--- src/rtl/nonce_result_scanner_pkg.sv ---
// Shared types for the nonce result scanner: FSM encodings and the per-word compare result.
package nonce_result_scanner_pkg;

    localparam int unsigned NumNoncesDef = 16;
    localparam int unsigned NonceMaxW    = 16;

    typedef logic [2:0] state_t;

    localparam state_t StIdle     = 3'd0;
    localparam state_t StStart    = 3'd1;
    localparam state_t StWaitLow  = 3'd2;
    localparam state_t StWaitHigh = 3'd3;
    localparam state_t StRead     = 3'd4;
    localparam state_t StDrain    = 3'd5;
    localparam state_t StReport   = 3'd6;

    // Nonce field sized for the widest index the 16-bit word address space allows.
    typedef struct packed {
        logic                 hit;
        logic [31:0]          h0;
        logic [NonceMaxW-1:0] nonce;
    } h0_cmp_t;

endpackage

--- src/rtl/nonce_result_scanner_if.sv ---
// Host command, hash-core handshake, result-memory read port and result bundle of the scanner.
interface nonce_result_scanner_if
    import nonce_result_scanner_pkg::*;
#(
    parameter int unsigned NUM_NONCES = NumNoncesDef,
    parameter int unsigned NONCE_W    = $clog2(NUM_NONCES)
);
    logic                  go;
    logic [15:0]           out_addr;
    logic [31:0]           target;
    logic                  hash_start;
    logic                  hash_done;
    logic                  rd_en;
    logic [15:0]           rd_addr;
    logic [31:0]           rd_data;
    logic                  busy;
    logic                  valid;
    logic                  err;
    logic                  found;
    logic [NUM_NONCES-1:0] hit_mask;
    logic [NONCE_W-1:0]    best_nonce;
    logic [31:0]           best_h0;

    // Environment side: host, hash core and memory.
    modport master (
        output go, out_addr, target, hash_done, rd_data,
        input  hash_start, rd_en, rd_addr, busy, valid, err, found, hit_mask, best_nonce, best_h0
    );

    // Scanner side.
    modport slave (
        input  go, out_addr, target, hash_done, rd_data,
        output hash_start, rd_en, rd_addr, busy, valid, err, found, hit_mask, best_nonce, best_h0
    );

endinterface

--- src/rtl/nonce_result_scanner_min_tracker.sv ---
// Registered running minimum of H0 with its nonce; strict-less update so ties keep the earlier nonce.
module nonce_result_scanner_min_tracker
    import nonce_result_scanner_pkg::*;
#(
    parameter int unsigned NONCE_W = 4
) (
    input  logic               clk,
    input  logic               reset_n,
    input  logic               clr_i,
    input  logic               upd_i,
    input  h0_cmp_t            cmp_i,
    output logic [31:0]        best_h0_o,
    output logic [NONCE_W-1:0] best_nonce_o
);
    logic [31:0]        best_h0_q;
    logic [NONCE_W-1:0] best_nonce_q;

    always_ff @(posedge clk or negedge reset_n) begin
        if (!reset_n) begin
            best_h0_q    <= 32'hFFFF_FFFF;
            best_nonce_q <= '0;
        end else if (clr_i) begin
            best_h0_q    <= 32'hFFFF_FFFF;
            best_nonce_q <= '0;
        end else if (upd_i && (cmp_i.h0 < best_h0_q)) begin
            best_h0_q    <= cmp_i.h0;
            best_nonce_q <= cmp_i.nonce[NONCE_W-1:0];
        end
    end

    // The hit flag and the index bits above NONCE_W are not needed here.
    logic unused_cmp;
    if (NONCE_W < NonceMaxW) begin : g_narrow
        assign unused_cmp = cmp_i.hit ^ (^cmp_i.nonce[NonceMaxW-1:NONCE_W]);
    end else begin : g_full
        assign unused_cmp = cmp_i.hit;
    end

    assign best_h0_o    = best_h0_q;
    assign best_nonce_o = best_nonce_q;

endmodule

--- src/rtl/nonce_result_scanner.sv ---
// Launches one hash run, waits out the done handshake, then scans the H0 words for minimum and hits.
module nonce_result_scanner
    import nonce_result_scanner_pkg::*;
#(
    parameter int unsigned NUM_NONCES     = NumNoncesDef,
    parameter int unsigned NONCE_W        = $clog2(NUM_NONCES),
    parameter int unsigned TIMEOUT_CYCLES = 4096
) (
    input  logic                 clk,
    input  logic                 reset_n,
    nonce_result_scanner_if.slave bus_io
);
    localparam int unsigned        TimerW   = $clog2(TIMEOUT_CYCLES);
    localparam logic [TimerW-1:0]  TimerMax = TimerW'(TIMEOUT_CYCLES - 1);
    localparam logic [NONCE_W-1:0] IdxLast  = NONCE_W'(NUM_NONCES - 1);

    state_t                state_q, state_d;
    logic [TimerW-1:0]     timer_q, timer_d;
    logic [15:0]           out_addr_q, out_addr_d;
    logic [31:0]           target_q, target_d;
    logic [15:0]           rd_addr_q, rd_addr_d;
    logic [NONCE_W-1:0]    rd_idx_q, rd_idx_d;
    logic                  err_q, err_d;
    logic [NUM_NONCES-1:0] hit_mask_q, hit_mask_d;
    logic                  cmp_vld_q;
    logic [NONCE_W-1:0]    cmp_idx_q;
    logic                  start_run;
    h0_cmp_t               cmp;

    assign start_run = (state_q == StIdle) && bus_io.go;

    // Compare stage: rd_data belongs to the read issued one cycle earlier.
    assign cmp = '{hit: (bus_io.rd_data < target_q), h0: bus_io.rd_data,
                   nonce: NonceMaxW'(cmp_idx_q)};

    always_comb begin
        state_d    = state_q;
        timer_d    = timer_q;
        out_addr_d = out_addr_q;
        target_d   = target_q;
        rd_addr_d  = rd_addr_q;
        rd_idx_d   = rd_idx_q;
        err_d      = err_q;
        hit_mask_d = hit_mask_q;
        unique case (state_q)
            StIdle: begin
                if (bus_io.go) begin
                    out_addr_d = bus_io.out_addr;
                    target_d   = bus_io.target;
                    hit_mask_d = '0;
                    err_d      = 1'b0;
                    state_d    = StStart;
                end
            end
            StStart: begin
                timer_d = '0;
                state_d = StWaitLow;
            end
            StWaitLow: begin
                if (!bus_io.hash_done) begin
                    timer_d = '0;
                    state_d = StWaitHigh;
                end else if (timer_q == TimerMax) begin
                    err_d   = 1'b1;
                    state_d = StReport;
                end else begin
                    timer_d = timer_q + 1'b1;
                end
            end
            StWaitHigh: begin
                if (bus_io.hash_done) begin
                    rd_idx_d  = '0;
                    rd_addr_d = out_addr_q;
                    state_d   = StRead;
                end else if (timer_q == TimerMax) begin
                    err_d   = 1'b1;
                    state_d = StReport;
                end else begin
                    timer_d = timer_q + 1'b1;
                end
            end
            StRead: begin
                if (rd_idx_q == IdxLast) begin
                    state_d = StDrain;
                end else begin
                    rd_idx_d  = rd_idx_q + 1'b1;
                    rd_addr_d = rd_addr_q + 16'd1;
                end
            end
            StDrain:  state_d = StReport;
            StReport: state_d = StIdle;
            default:  state_d = StIdle;
        endcase
        if (cmp_vld_q) begin
            hit_mask_d[cmp_idx_q] = cmp.hit;
        end
    end

    always_ff @(posedge clk or negedge reset_n) begin
        if (!reset_n) begin
            state_q    <= StIdle;
            timer_q    <= '0;
            out_addr_q <= '0;
            target_q   <= '0;
            rd_addr_q  <= '0;
            rd_idx_q   <= '0;
            err_q      <= 1'b0;
            hit_mask_q <= '0;
            cmp_vld_q  <= 1'b0;
            cmp_idx_q  <= '0;
        end else begin
            state_q    <= state_d;
            timer_q    <= timer_d;
            out_addr_q <= out_addr_d;
            target_q   <= target_d;
            rd_addr_q  <= rd_addr_d;
            rd_idx_q   <= rd_idx_d;
            err_q      <= err_d;
            hit_mask_q <= hit_mask_d;
            cmp_vld_q  <= (state_q == StRead);
            cmp_idx_q  <= rd_idx_q;
        end
    end

    nonce_result_scanner_min_tracker #(
        .NONCE_W (NONCE_W)
    ) u_min_tracker (
        .clk          (clk),
        .reset_n      (reset_n),
        .clr_i        (start_run),
        .upd_i        (cmp_vld_q),
        .cmp_i        (cmp),
        .best_h0_o    (bus_io.best_h0),
        .best_nonce_o (bus_io.best_nonce)
    );

    assign bus_io.hash_start = (state_q == StStart);
    assign bus_io.rd_en      = (state_q == StRead);
    assign bus_io.rd_addr    = rd_addr_q;
    assign bus_io.busy       = (state_q != StIdle);
    assign bus_io.valid      = (state_q == StReport);
    assign bus_io.err        = err_q;
    assign bus_io.found      = |hit_mask_q;
    assign bus_io.hit_mask   = hit_mask_q;

endmodule

--- src/flat_wrapper.sv ---
// flat-port wrapper written by rule: the top's interface ports become plain ports
module nonce_result_scanner_flat import nonce_result_scanner_pkg::*;
#(
    parameter int unsigned NUM_NONCES     = NumNoncesDef,
    parameter int unsigned NONCE_W        = $clog2(NUM_NONCES),
    parameter int unsigned TIMEOUT_CYCLES = 4096
)
  (clk, reset_n, bus_io_go, bus_io_out_addr, bus_io_target, bus_io_hash_done, bus_io_rd_data, bus_io_hash_start, bus_io_rd_en, bus_io_rd_addr, bus_io_busy, bus_io_valid, bus_io_err, bus_io_found, bus_io_hit_mask, bus_io_best_nonce, bus_io_best_h0);
  nonce_result_scanner_if #(.NUM_NONCES(NUM_NONCES), .NONCE_W(NONCE_W)) bus_io_i ();
  input  logic clk;
  input  logic reset_n;
  input wire logic [$bits(bus_io_i.go)-1:0] bus_io_go;
  input wire logic [$bits(bus_io_i.out_addr)-1:0] bus_io_out_addr;
  input wire logic [$bits(bus_io_i.target)-1:0] bus_io_target;
  input wire logic [$bits(bus_io_i.hash_done)-1:0] bus_io_hash_done;
  input wire logic [$bits(bus_io_i.rd_data)-1:0] bus_io_rd_data;
  output wire logic [$bits(bus_io_i.hash_start)-1:0] bus_io_hash_start;
  output wire logic [$bits(bus_io_i.rd_en)-1:0] bus_io_rd_en;
  output wire logic [$bits(bus_io_i.rd_addr)-1:0] bus_io_rd_addr;
  output wire logic [$bits(bus_io_i.busy)-1:0] bus_io_busy;
  output wire logic [$bits(bus_io_i.valid)-1:0] bus_io_valid;
  output wire logic [$bits(bus_io_i.err)-1:0] bus_io_err;
  output wire logic [$bits(bus_io_i.found)-1:0] bus_io_found;
  output wire logic [$bits(bus_io_i.hit_mask)-1:0] bus_io_hit_mask;
  output wire logic [$bits(bus_io_i.best_nonce)-1:0] bus_io_best_nonce;
  output wire logic [$bits(bus_io_i.best_h0)-1:0] bus_io_best_h0;
  assign bus_io_i.go = bus_io_go;
  assign bus_io_i.out_addr = bus_io_out_addr;
  assign bus_io_i.target = bus_io_target;
  assign bus_io_i.hash_done = bus_io_hash_done;
  assign bus_io_i.rd_data = bus_io_rd_data;
  assign bus_io_hash_start = bus_io_i.hash_start;
  assign bus_io_rd_en = bus_io_i.rd_en;
  assign bus_io_rd_addr = bus_io_i.rd_addr;
  assign bus_io_busy = bus_io_i.busy;
  assign bus_io_valid = bus_io_i.valid;
  assign bus_io_err = bus_io_i.err;
  assign bus_io_found = bus_io_i.found;
  assign bus_io_hit_mask = bus_io_i.hit_mask;
  assign bus_io_best_nonce = bus_io_i.best_nonce;
  assign bus_io_best_h0 = bus_io_i.best_h0;
  nonce_result_scanner #(.NUM_NONCES(NUM_NONCES), .NONCE_W(NONCE_W), .TIMEOUT_CYCLES(TIMEOUT_CYCLES)) u_core (.clk(clk), .reset_n(reset_n), .bus_io(bus_io_i));
endmodule
--- config.mk ---
export PLATFORM = sky130hd
export DESIGN_NAME = nonce_result_scanner_flat
export DESIGN_NICKNAME = d
export VERILOG_FILES = /design/src/rtl/nonce_result_scanner_pkg.sv /design/src/rtl/nonce_result_scanner_if.sv /design/src/rtl/nonce_result_scanner_min_tracker.sv /design/src/rtl/nonce_result_scanner.sv /design/src/flat_wrapper.sv
export SDC_FILE = /design/constraint.sdc
export NUM_CORES = 1
export LEC_CHECK = 0
export BUFFER_PORTS_ARGS = -buffer_cell sky130_fd_sc_hd__buf_2
export CORE_UTILIZATION = 56
export CTS_CLUSTER_DIAMETER = 40
export CTS_CLUSTER_SIZE = 12
export DETAILED_ROUTE_END_ITERATION = 6
export GPL_TIMING_DRIVEN = 0
export PLACE_DENSITY = 0.89
export SYNTH_ARGS = -nofsm -noshare
export SYNTH_HDL_FRONTEND = slang
export SYNTH_SLANG_ARGS = --single-unit
--- constraint.sdc ---
create_clock -name clk -period 3.06 [get_ports clk]
set_clock_uncertainty 0.05 [all_clocks]
set_input_delay 0 -clock clk [delete_from_list [all_inputs] [get_ports clk]]
set_output_delay 0 -clock clk [all_outputs]
set_load 0.1 [all_outputs]
==> results.md, run 1 <==
* Design area at between 10000 and 15000 um2
* Fmax at between 0.3 and 0.4 GHz
* Slew Viols, Final at 0
* Via count at approximately 7800
* Slowest stage delay, CP at around 550 ps
* Drt pass-1 iters at 5
* Fin cells at between 1000 and 1500
* Crit path max-delay family: compound AO/OA/AOI/OAI gates
* Most common cell after layout, fill and taps aside: buf_2
* Least-Margin Pin Slew at ~680 ps
* Antenna Nets Post-Route at 0
* Post-synthesis sequential area ratio at ~46%
* Num rows at between 40 and 50
* Leak at approximately 0.005 uW
* Placement Cell Area at 8860 um2
* Worst hold path class: input pin to async pin
* Crit-path max FO at 10
* Commonest cells after routing, fill and taps aside: buf_2 (165), nand2_1 (133), dfrtp_1 (109)
* CTS Sinks at between 100 and 150
* Final setup fails at 0
* Peak VDD IR at between 0.8 and 0.9 mV
* Final #Nets at between 1000 and 1500
* WL per Instance at about 19 um
* Worst Setup SP: u_core.u_min_tracker.best_h0_o[23]
* Post-route clock period utilization at a little over nine tenths
* Drt drc at 0
* Fin. Hold Viols at 0
* WP data arrival at 3190 ps
* Die W at around 120 um
* Share of async-settable or async-resettable flops after synthesis at 100%
* Ys Warns at 0
* Pwr/cell area at 1200 nW/um2
* Setup ws final at approximately 150 ps
* Status: finished, final reports clean
* Vias in the first global route at ~7900
* Crit path cell chain: inv_1 -> ha_1 -> a21oi_1 -> o21ai_0 -> a221oi_1 -> o211ai_1 -> buf_4 -> clkbuf_1 -> o21ai_1 -> nand3_1
* Synth Flop Type: dfrtp_1
* Clock transition at path regs at approximately 70 ps
* Buffer and inverter count on the worst path at 3
* Io pins at around 160
* H-tree levels at 4
* Setup CP Type: register to register
* Placed instance count at about 1200
* Unrepaired setup endpoints after global routing: no
* Synthesized cell area at about 7800 um2
* Initial antenna violation count at 0
* Via/cell ratio at roughly 6.0
* CTS Buffer Depth at 2
* Max Cap Viol at 0
* Buffers on Ports at ~160
* DRT Wirelength at 24700 um
* Die ar. at about 14000 um2
* Clock Latency Late Sink at 440 ps
* CP required at about 3300 ps
* R2r endpoint: u_core.u_min_tracker.best_h0_o[10]
* Final min period at around 2900 ps
* Startpoint types: register
* Pre-CTS setup slack at between 200 and 250 ps
* Layout cell share with drive strength beyond 1 at 23.3%
* Synth cell types at 58
* Max_slew headroom at a little over half
* GRT Total Usage at between 30% and 40%
* Endpoint type of the worst setup path: register
* Syn_nets at between 1000 and 1500
* HPWL after DPL at about 15000 um
* Core Region at about 13000 um2
* Post-synthesis cell count at 860
* Crit Reg-Reg Startpoint: u_core.u_min_tracker.best_h0_o[23]
* CTS buffer count at 17
* Die Height at between 100 and 150 um
* Initial core utilization at between 50% and 60%
* Number of flops mapped to enable cells by yosys at 0
* First-pass GRT wire length at just under 40000 um
* Avg Cell Area, Syn at 9.09 um2
* Critical path depth at 10
* Crit-path slowest cell: dfstp_2
* Grt ovf at 0
* Area delta synth->final at 31.9%
* Reg2reg setup slack at 150 ps
* Antenna cells at 0
* FF+latch count, synth at between 100 and 150
* RePlAce Congestion at 0.888
* DR iter-0 viols at between 700 and 800
* Largest net degree at the start of global routing at 73
* R2R depth at 10
* TritonCTS clock tree: yes
* Root Driver: clkbuf_16
## per-stage QoR
stage | power (uW) | hold slack (ps) | setup TNS, ps | utilization (%)
floorplan | 8560 | -346 | 0 | -
global placement | 9650 | 139 | -1380 | 65.6
detailed placement | 9860 | 2.20 | 0 | 65.9
CTS | 12100 | 132 | 0 | 76.6
global route | 12900 | 178 | 0 | 76.7
finish | 12400 | 102 | 0 | 76.7
## state kept, by name, summed over array words and instances, names as in the netlist
| name | cells |
|---|---|
| u_core.target_q | 32 |
| u_core.u_min_tracker.best_h0_o | 32 |
| u_core.bus_io.hit_mask | 16 |
| u_core.bus_io.rd_addr | 16 |
| u_core.out_addr_q | 16 |
| u_core.timer_q | 12 |
| u_core.cmp_idx_q | 4 |
| u_core.rd_idx_q | 4 |
| u_core.u_min_tracker.best_nonce_o | 4 |
| u_core.state_q | 3 |
| u_core.bus_io.err | 1 |
| u_core.cmp_vld_q | 1 |
## final cells by class
type | count | area [um2]
repair buffers | 243 | 1670
clock buffers | 19 | 453
flip-flops and latches | 141 | 3570
clock inverters | 13 | 153
multi-input cells | 611 | 3770
plain buffers | 39 | 226
fillers | 857 | 3140
inverters | 69 | 259
well taps | 176 | 220
## how the worst max path moves through the flow
stage,end,slack [ps]
floorplan,bus_io_hash_start,290
global placement,u_core.out_addr_q[6],-20
detailed placement,u_core.u_min_tracker.best_h0_o[31],240
CTS,u_core.u_min_tracker.best_h0_o[30],200
global route,u_core.u_min_tracker.best_h0_o[10],60
finish,u_core.u_min_tracker.best_h0_o[10],150
## cells by family (layout without fill, tap and decap cells)
| family | Yosys count | after routing | share of synthesized area [%] |
|---|---|---|---|
| AOI/OAI and AO/OA | 204 | 204 | 16.0 |
| xor gates and xnor gates | 9 | 9 | 1.01 |
| adders and majority gates | 66 | 66 | 10.5 |
| buffers and inverters | 108 | 383 | 6.21 |
| DFF | 141 | 141 | 45.6 |
| muxes | 1 | 1 | 0.128 |
| and+or+nand+nor | 331 | 331 | 20.5 |
## synthesized netlist by cell type (12+ instances only)
cell type	instances	area [um2]
nand4_1	13	81.3
nor2_1	22	82.6
dfrtp_1	109	2730
nand2_1	133	499
o21ai_1	30	150
inv_1	69	259
a21oi_1	41	205
o21ai_0	69	345
dfstp_2	32	841
and3_1	13	81.3
clkbuf_1	18	67.6
nand3_1	108	541
a21o_1	12	90.1
ha_1	65	813
## layer usage
layer / up-vias / routed length (um) / global-route usage [%]
met3: 80 / 1980 / 8.77
met2: 424 / 12600 / 61.6
met4: 0 / 677 / 14.8
met5: - / 0 / 0
met1: 3775 / 9440 / 40.9
li1: 3559 / - / -
## power breakdown
group | internal [uW] | switching [uW]
clock | 1260 | 885
sequential | 2770 | 574
combinational | 1580 | 5300
total | 5620 | 6750
## worst reg2reg max path, stage by stage, from the launching register on
cell and delay (ps):
dfstp_2 550, inv_1 60, ha_1 330, a21oi_1 190, o21ai_0 160, a221oi_1 460, o211ai_1 200, buf_4 210
clkbuf_1 250, o21ai_1 240, nand3_1 100
## timing repair
| item | CTS | global route |
|---|---|---|
| hold buffers | 84 | 0 |
| buffers inserted | 0 | 1 |
| endpoints found under the hold margin | 151 | 0 |
| resized for setup | 0 | 0 |
| setup endpoints to repair | 0 | 30 |
(Power assumes the default switching activity.)
==> run 2, diff against run 1 <==
--- a/config.mk
+++ b/config.mk
@@ -5,7 +5,7 @@
 export SDC_FILE = /design/constraint.sdc
 export NUM_CORES = 1
 export LEC_CHECK = 0
-export BUFFER_PORTS_ARGS = -buffer_cell sky130_fd_sc_hd__buf_2
+export BUFFER_PORTS_ARGS = -buffer_cell sky130_fd_sc_hd__buf_4
 export CORE_UTILIZATION = 56
 export CTS_CLUSTER_DIAMETER = 40
 export CTS_CLUSTER_SIZE = 12
==> run 2 against run 1 <==
  * The flow now finishes with violations (design-rule violations, negative hold slack)
  * Hold slack got worse by 100 ps
  * Routed wire length decreased by 2.1%
  * Non-clock buffer count increased by 1
  * Final cell count increased by 0.15%
  * First-iteration DRC count decreased by 12%
  * Critical path type unchanged
  * Maximum frequency increased by 2.8%
  * Critical path depth unchanged
  * Combinational power increased by 3.3%
  * Register-to-register slack improved by 80 ps
  * Clock power decreased by 5%
  * Cell area increased by 3.6%
  * Critical endpoint is now u_core.u_min_tracker.best_h0_o[13]
  * Sequential share of layout area decreased by 1.2 points
==> results.md, run 2 (synthesized netlist as in run 1, its figures left out) <==
* Via/cell ratio at between 5 and 6
* Post-route clock period utilization at roughly 90%
* RePlAce Congestion at roughly 0.88
* Slowest stage delay, CP at 560 ps
* Clock transition at path regs at roughly 60 ps
* TritonCTS clock tree: yes
* WL per Instance at roughly 18 um
* Area delta synth->final at 36.7%
* Crit-path max FO at 10
* Crit Reg-Reg Startpoint: u_core.u_min_tracker.best_h0_o[23]
* Io pins at ~160
* Initial antenna violation count at 1
* Pwr/cell area at 1170 nW/um2
* Via count at about 7800
* Crit-path slowest cell: dfstp_2
* Root Driver: clkbuf_16
* First-pass GRT wire length at approximately 39000 um
* Largest net degree at the start of global routing at approximately 100
* Net Sw Frac at 53.5%
* Design area at about 11000 um2
* Layout cell share with drive strength beyond 1 at 23.2%
* Drt pass-1 iters at 7
* Setup TNS at 0 ps
* Unrepaired setup endpoints after global routing: no
* R2R depth at 10
* Seq pwr share at 26.9%
* CTS buffer count at 17
* Slew Viols, Final at 0
* Fmax at around 0.35 GHz
* Startpoint types: register
* Max Cap Viol at 0
* Reg2reg setup slack at 230 ps
* Num rows at between 40 and 50
* Setup CP Type: register to register
* Grt ovf at 0
* CP required at 3340 ps
* Max_slew headroom at 56.0%
* NetSw at around 6700 uW
* Peak VDD IR at roughly 1.1 mV
* Die W at 120 um
* Combinational cell fraction of total power at ~57%
* HPWL after DPL at ~15000 um
* Fin. Hold Viols at 1
* Worst hold path class: input pin to async pin
* DR iter-0 viols at between 600 and 700
* Final min period at between 2000 and 3000 ps
* Final #Nets at approximately 1300
* Core Region at between 10000 and 15000 um2
* Int Power at 5830 uW
* WP data arrival at a little over 3000 ps
* Buffer and inverter count on the worst path at 3
* Most common cell after layout, fill and taps aside: buf_4
* Leak at between 0.005 and 0.006 uW
* Die ar. at ~14000 um2
* Buffers on Ports at 157
* Antenna Nets Post-Route at 0
* Initial core utilization at 58.1%
* Pre-CTS setup slack at 271 ps
* Hold WS at -2.53 ps
* CTS Buffer Depth at 2
* Setup ws final at between 200 and 250 ps
* Placement Cell Area at 9250 um2
* Vias in the first global route at approximately 8000
* R2r endpoint: u_core.u_min_tracker.best_h0_o[13]
* Crit path cell chain: inv_1 -> ha_1 -> a21oi_1 -> o21ai_0 -> a221oi_1 -> o211ai_1 -> buf_4 -> clkbuf_1 -> o21ai_1 -> nand3_1
* H-tree levels at 4
* Final setup fails at 0
* Drt drc at 2
* CTS Sinks at ~140
* Die Height at ~120 um
* DRT Wirelength at around 24000 um
* Endpoint type of the worst setup path: register
* GRT Total Usage at 35.0%
* Commonest cells after routing, fill and taps aside: buf_4 (160), nand2_1 (133), dfrtp_1 (109)
* Least-Margin Pin Slew at about 660 ps
* Clock share of power at 16.4%
* Crit path max-delay family: compound AO/OA/AOI/OAI gates
* Status: complete, but fails checks
* Clock Latency Late Sink at 430 ps
* Failing checks: design-rule violations, negative hold slack
run 2: cell count changes in the layout (fill, tap and decap cells not counted):
cell,before,now
clkbuf_1,18,20
clkinv_2,0,2
clkbuf_8,2,0
buf_2,165,9
inv_6,6,1
clkinv_4,2,5
diode_2,0,1
buf_4,3,160
run 2: final cells by class:
class                   count  area, um2
well taps                 176        220
plain buffers              39        226
multi-input cells         611       3770
diodes                      1       2.50
clock inverters            13        145
fillers                   801       2770
flip-flops and latches    141       3570
repair buffers            244       2070
inverters                  69        259
clock buffers              19        433
run 2: repair_timing:
action,CTS,global route
hold buffers,84,0
buffers inserted,0,2
gates resized for setup,0,0
setup endpoints to repair,0,13
hold endpoints to repair,208,0
run 2: how the worst max path moves through the flow:
stage | start | endpoint | slack, ps | cells after the start
after floorplan | u_core.state_q[2] | bus_io_hash_start | 290 | 2
after global placement | u_core.u_min_tracker.best_h0_o[23] | u_core.u_min_tracker.best_h0_o[25] | 390 | 9
after detailed placement | u_core.u_min_tracker.best_h0_o[23] | u_core.u_min_tracker.best_h0_o[27] | 270 | 9
after CTS | u_core.u_min_tracker.best_h0_o[23] | u_core.u_min_tracker.best_h0_o[27] | 250 | 9
after global routing | u_core.u_min_tracker.best_h0_o[23] | u_core.u_min_tracker.best_h0_o[13] | 100 | 10
final | u_core.u_min_tracker.best_h0_o[23] | u_core.u_min_tracker.best_h0_o[13] | 230 | 10
run 2: power by group through the flow:
| stage | Combinational, uW | Sequential, uW | Clock [uW] |
|---|---|---|---|
| after floorplan | 2560 | 6000 | 0 |
| after global placement | 6640 | 3310 | 0 |
| after detailed placement | 6820 | 3330 | 0 |
| after CTS | 6970 | 3320 | 2060 |
| after global routing | 7570 | 3440 | 2140 |
| final | 7110 | 3360 | 2050 |
run 2: worst reg2reg max path, delay by kind of cell (launching register included):
family                   cells  cell delay [ps]
AND/OR/NAND/NOR              1              110
flip-flops                   1              560
AO/OA/AOI/OAI                5             1210
adder cells (fa/ha/maj)      1              320
buffers and inverters        3              490
run 2: per-layer routing:
layer  wire length (um)  GRT usage, %
met5                  0             0
met4                733          16.0
met3               1700          8.82
met2              12200          60.1
met1               9550          41.2
run 2: through the flow:
| step | hold slack (ps) | utilization, % | std cells | power [uW] |
|---|---|---|---|---|
| floorplan | -346 | - | 860 | 8560 |
| global placement | 140 | 68.5 | 1193 | 9950 |
| detailed placement | -112 | 68.8 | 1194 | 10200 |
| CTS | 4.07 | 79.3 | 1310 | 12300 |
| global route | 35.7 | 79.4 | 1313 | 13200 |
| finish | -2.53 | 79.4 | 1313 | 12500 |
==> run 3, diff against run 2 <==
--- a/config.mk
+++ b/config.mk
@@ -5,13 +5,14 @@
 export SDC_FILE = /design/constraint.sdc
 export NUM_CORES = 1
 export LEC_CHECK = 0
-export BUFFER_PORTS_ARGS = -buffer_cell sky130_fd_sc_hd__buf_4
+export BUFFER_PORTS_ARGS = -buffer_cell sky130_fd_sc_hd__buf_2
 export CORE_UTILIZATION = 56
 export CTS_CLUSTER_DIAMETER = 40
 export CTS_CLUSTER_SIZE = 12
 export DETAILED_ROUTE_END_ITERATION = 6
 export GPL_TIMING_DRIVEN = 0
 export PLACE_DENSITY = 0.89
+export SETUP_SLACK_MARGIN = 0.3
 export SYNTH_ARGS = -nofsm -noshare
 export SYNTH_HDL_FRONTEND = slang
 export SYNTH_SLANG_ARGS = --single-unit
==> run 3 against run 2 <==
  * Power down 1.8%
  * Via count rose by 3.2%
  * Sequential cell count unchanged
  * Global-route usage rose by 0.53 points
  * Sequential share of layout area rose by 1.1 points
  * Largest power group unchanged
  * Sequential power is essentially flat
  * The run now ends clean
  * Critical endpoint is now u_core.u_min_tracker.best_h0_o[28]
  * Register-to-register slack better by 150 ps
  * Highest routed layer unchanged
  * First-iteration DRC count up 0.64%
==> results.md, run 3 (synthesized netlist as in run 1, its figures left out) <==
* Status: finished, final reports clean
* Net Sw Frac at 55.0%
* Setup TNS at 0 ps
* R2r endpoint: u_core.u_min_tracker.best_h0_o[28]
* R2R depth at 10
* Final #Nets at about 1300
* Crit-path max FO at 10
* Initial core utilization at approximately 58%
* Via count at between 8000 and 9000
* Clock transition at path regs at around 70 ps
* Die Height at 120 um
* Crit Reg-Reg Startpoint: u_core.u_min_tracker.best_h0_o[23]
* Number of fill cells at roughly 850
* Buffers on Ports at 157
* Reg2reg setup slack at 380 ps
* Largest net degree at the start of global routing at 87
* Io pins at roughly 160
* Die W at 120 um
* TritonCTS clock tree: yes
* HPWL after DPL at between 10000 and 15000 um
* Endpoint type of the worst setup path: register
* Die ar. at 14400 um2
* Final Power at 12300 uW
* Least-Margin Pin Slew at ~660 ps
* Worst hold path class: input pin to async pin
* GRT Total Usage at between 30% and 40%
* Setup ws final at ~380 ps
* WL per Instance at 18.9 um
* DRT Wirelength at roughly 25000 um
* Vias in the first global route at approximately 8100
* WP data arrival at approximately 3000 ps
* CTS Sinks at 141
* H-tree levels at 4
* Pwr/cell area at roughly 1200 nW/um2
* Startpoint types: register
* Pre-CTS setup slack at between 200 and 300 ps
* Slew Viols, Final at 0
* Seq pwr share at between 20% and 30%
* First-pass GRT wire length at around 40000 um
* Fin cells at 1315
* Unrepaired setup endpoints after global routing: yes
* Max Cap Viol at 0
* Fin util at 76.9%
* RePlAce Congestion at 0.892
* Area delta synth->final at 32.3%
* CTS Buffer Depth at 2
* Final min period at around 2700 ps
* CP required at between 3000 and 4000 ps
* Setup CP Type: register to register
* Most common cell after layout, fill and taps aside: buf_2
* Leak at about 0.0052 uW
* Grt ovf at 0
* Layout cell share with drive strength beyond 1 at roughly a quarter
* Num rows at 42
* Int Power at approximately 5500 uW
* Commonest cells after routing, fill and taps aside: buf_2 (165), nand2_1 (133), dfrtp_1 (109)
* DR iter-0 viols at approximately 630
* Initial antenna violation count at 1
* Peak VDD IR at around 1.2 mV
* Clock Latency Late Sink at approximately 430 ps
* Antenna Nets Post-Route at 0
* Fmax at roughly 0.37 GHz
* CTS buffer count at 17
* Worst Setup SP: u_core.u_min_tracker.best_h0_o[23]
* Max_slew headroom at 56.1%
* Root Driver: clkbuf_16
* NetSw at between 6000 and 7000 uW
* Combinational cell fraction of total power at a little under three fifths
* Placed instance count at between 1000 and 1500
* Core Region at ~13000 um2
* Fin. Hold Viols at 0
* Drt pass-1 iters at 5
* Post-route clock period utilization at 87.6%
* Via/cell ratio at 6.09
* Final setup fails at 0
* Clock share of power at 16.7%
* Drt drc at 0
-- run 3: critical path, cell delays in order (launching register included) --
cell,delay [ps]
dfstp_2,550
inv_1,50
ha_1,330
a21oi_1,160
o21ai_0,170
a221oi_2,370
o211a_1,200
clkbuf_2,230
buf_2,270
nand3_1,130
nand3_1,110
-- run 3: cell type report --
type / instances / area, um2 / share of cell area (%)
well taps: 176 / 220 / 2.13
plain buffers: 39 / 231 / 2.24
inverters: 69 / 259 / 2.50
multi-input cells: 611 / 3780 / 36.6
repair buffers: 246 / 1700 / 16.5
clock buffers: 18 / 429 / 4.15
diodes: 1 / 2.50 / 0.0242
clock inverters: 14 / 148 / 1.43
flip-flops and latches: 141 / 3570 / 34.5
-- run 3: per-layer routing --
metal  GRT usage, %  wire length (um)  up-vias
li1               -                 -     3568
met1           42.2              9210     3847
met2           59.5             12300      470
met3           9.01              2180      117
met4           18.6              1130        0
met5              0                 0        -
-- run 3: worst max-delay path by stage --
stage                                                     to  depth (start not counted)
final                     u_core.u_min_tracker.best_h0_o[28]                         10
after global routing      u_core.u_min_tracker.best_h0_o[19]                         10
after CTS                 u_core.u_min_tracker.best_h0_o[11]                          9
after detailed placement  u_core.u_min_tracker.best_h0_o[31]                          9
after global placement                  u_core.out_addr_q[6]                          1
after floorplan            u_core.u_min_tracker.best_h0_o[0]                          9
-- run 3: stage by stage --
step / instance area [um2] / hold WS [ps]
floorplan: 7830 / -346
global placement: 8830 / 138
detailed placement: 8860 / -54.6
CTS: 10300 / 58.5
global route: 10300 / 112
finish: 10300 / 55.3
-- run 3: timing repair --
| item | in CTS | in global routing |
|---|---|---|
| pin swaps | 1 | 3 |
| hold buffers | 84 | 0 |
| setup buffers | 3 | 1 |
| gates resized for setup | 0 | 8 |
| setup endpoints to repair | 29 | 32 |
| endpoints found under the hold margin | 213 | 0 |
-- run 3: power by group through the flow --
| stage | Clock (uW) | Sequential [uW] | Combinational [uW] |
|---|---|---|---|
| after floorplan | 0 | 6000 | 2570 |
| final | 2050 | 3340 | 6910 |
| after detailed placement | 0 | 3300 | 6550 |
| after global placement | 0 | 3270 | 6370 |
| after global routing | 2150 | 3410 | 7340 |
| after CTS | 2070 | 3290 | 6710 |
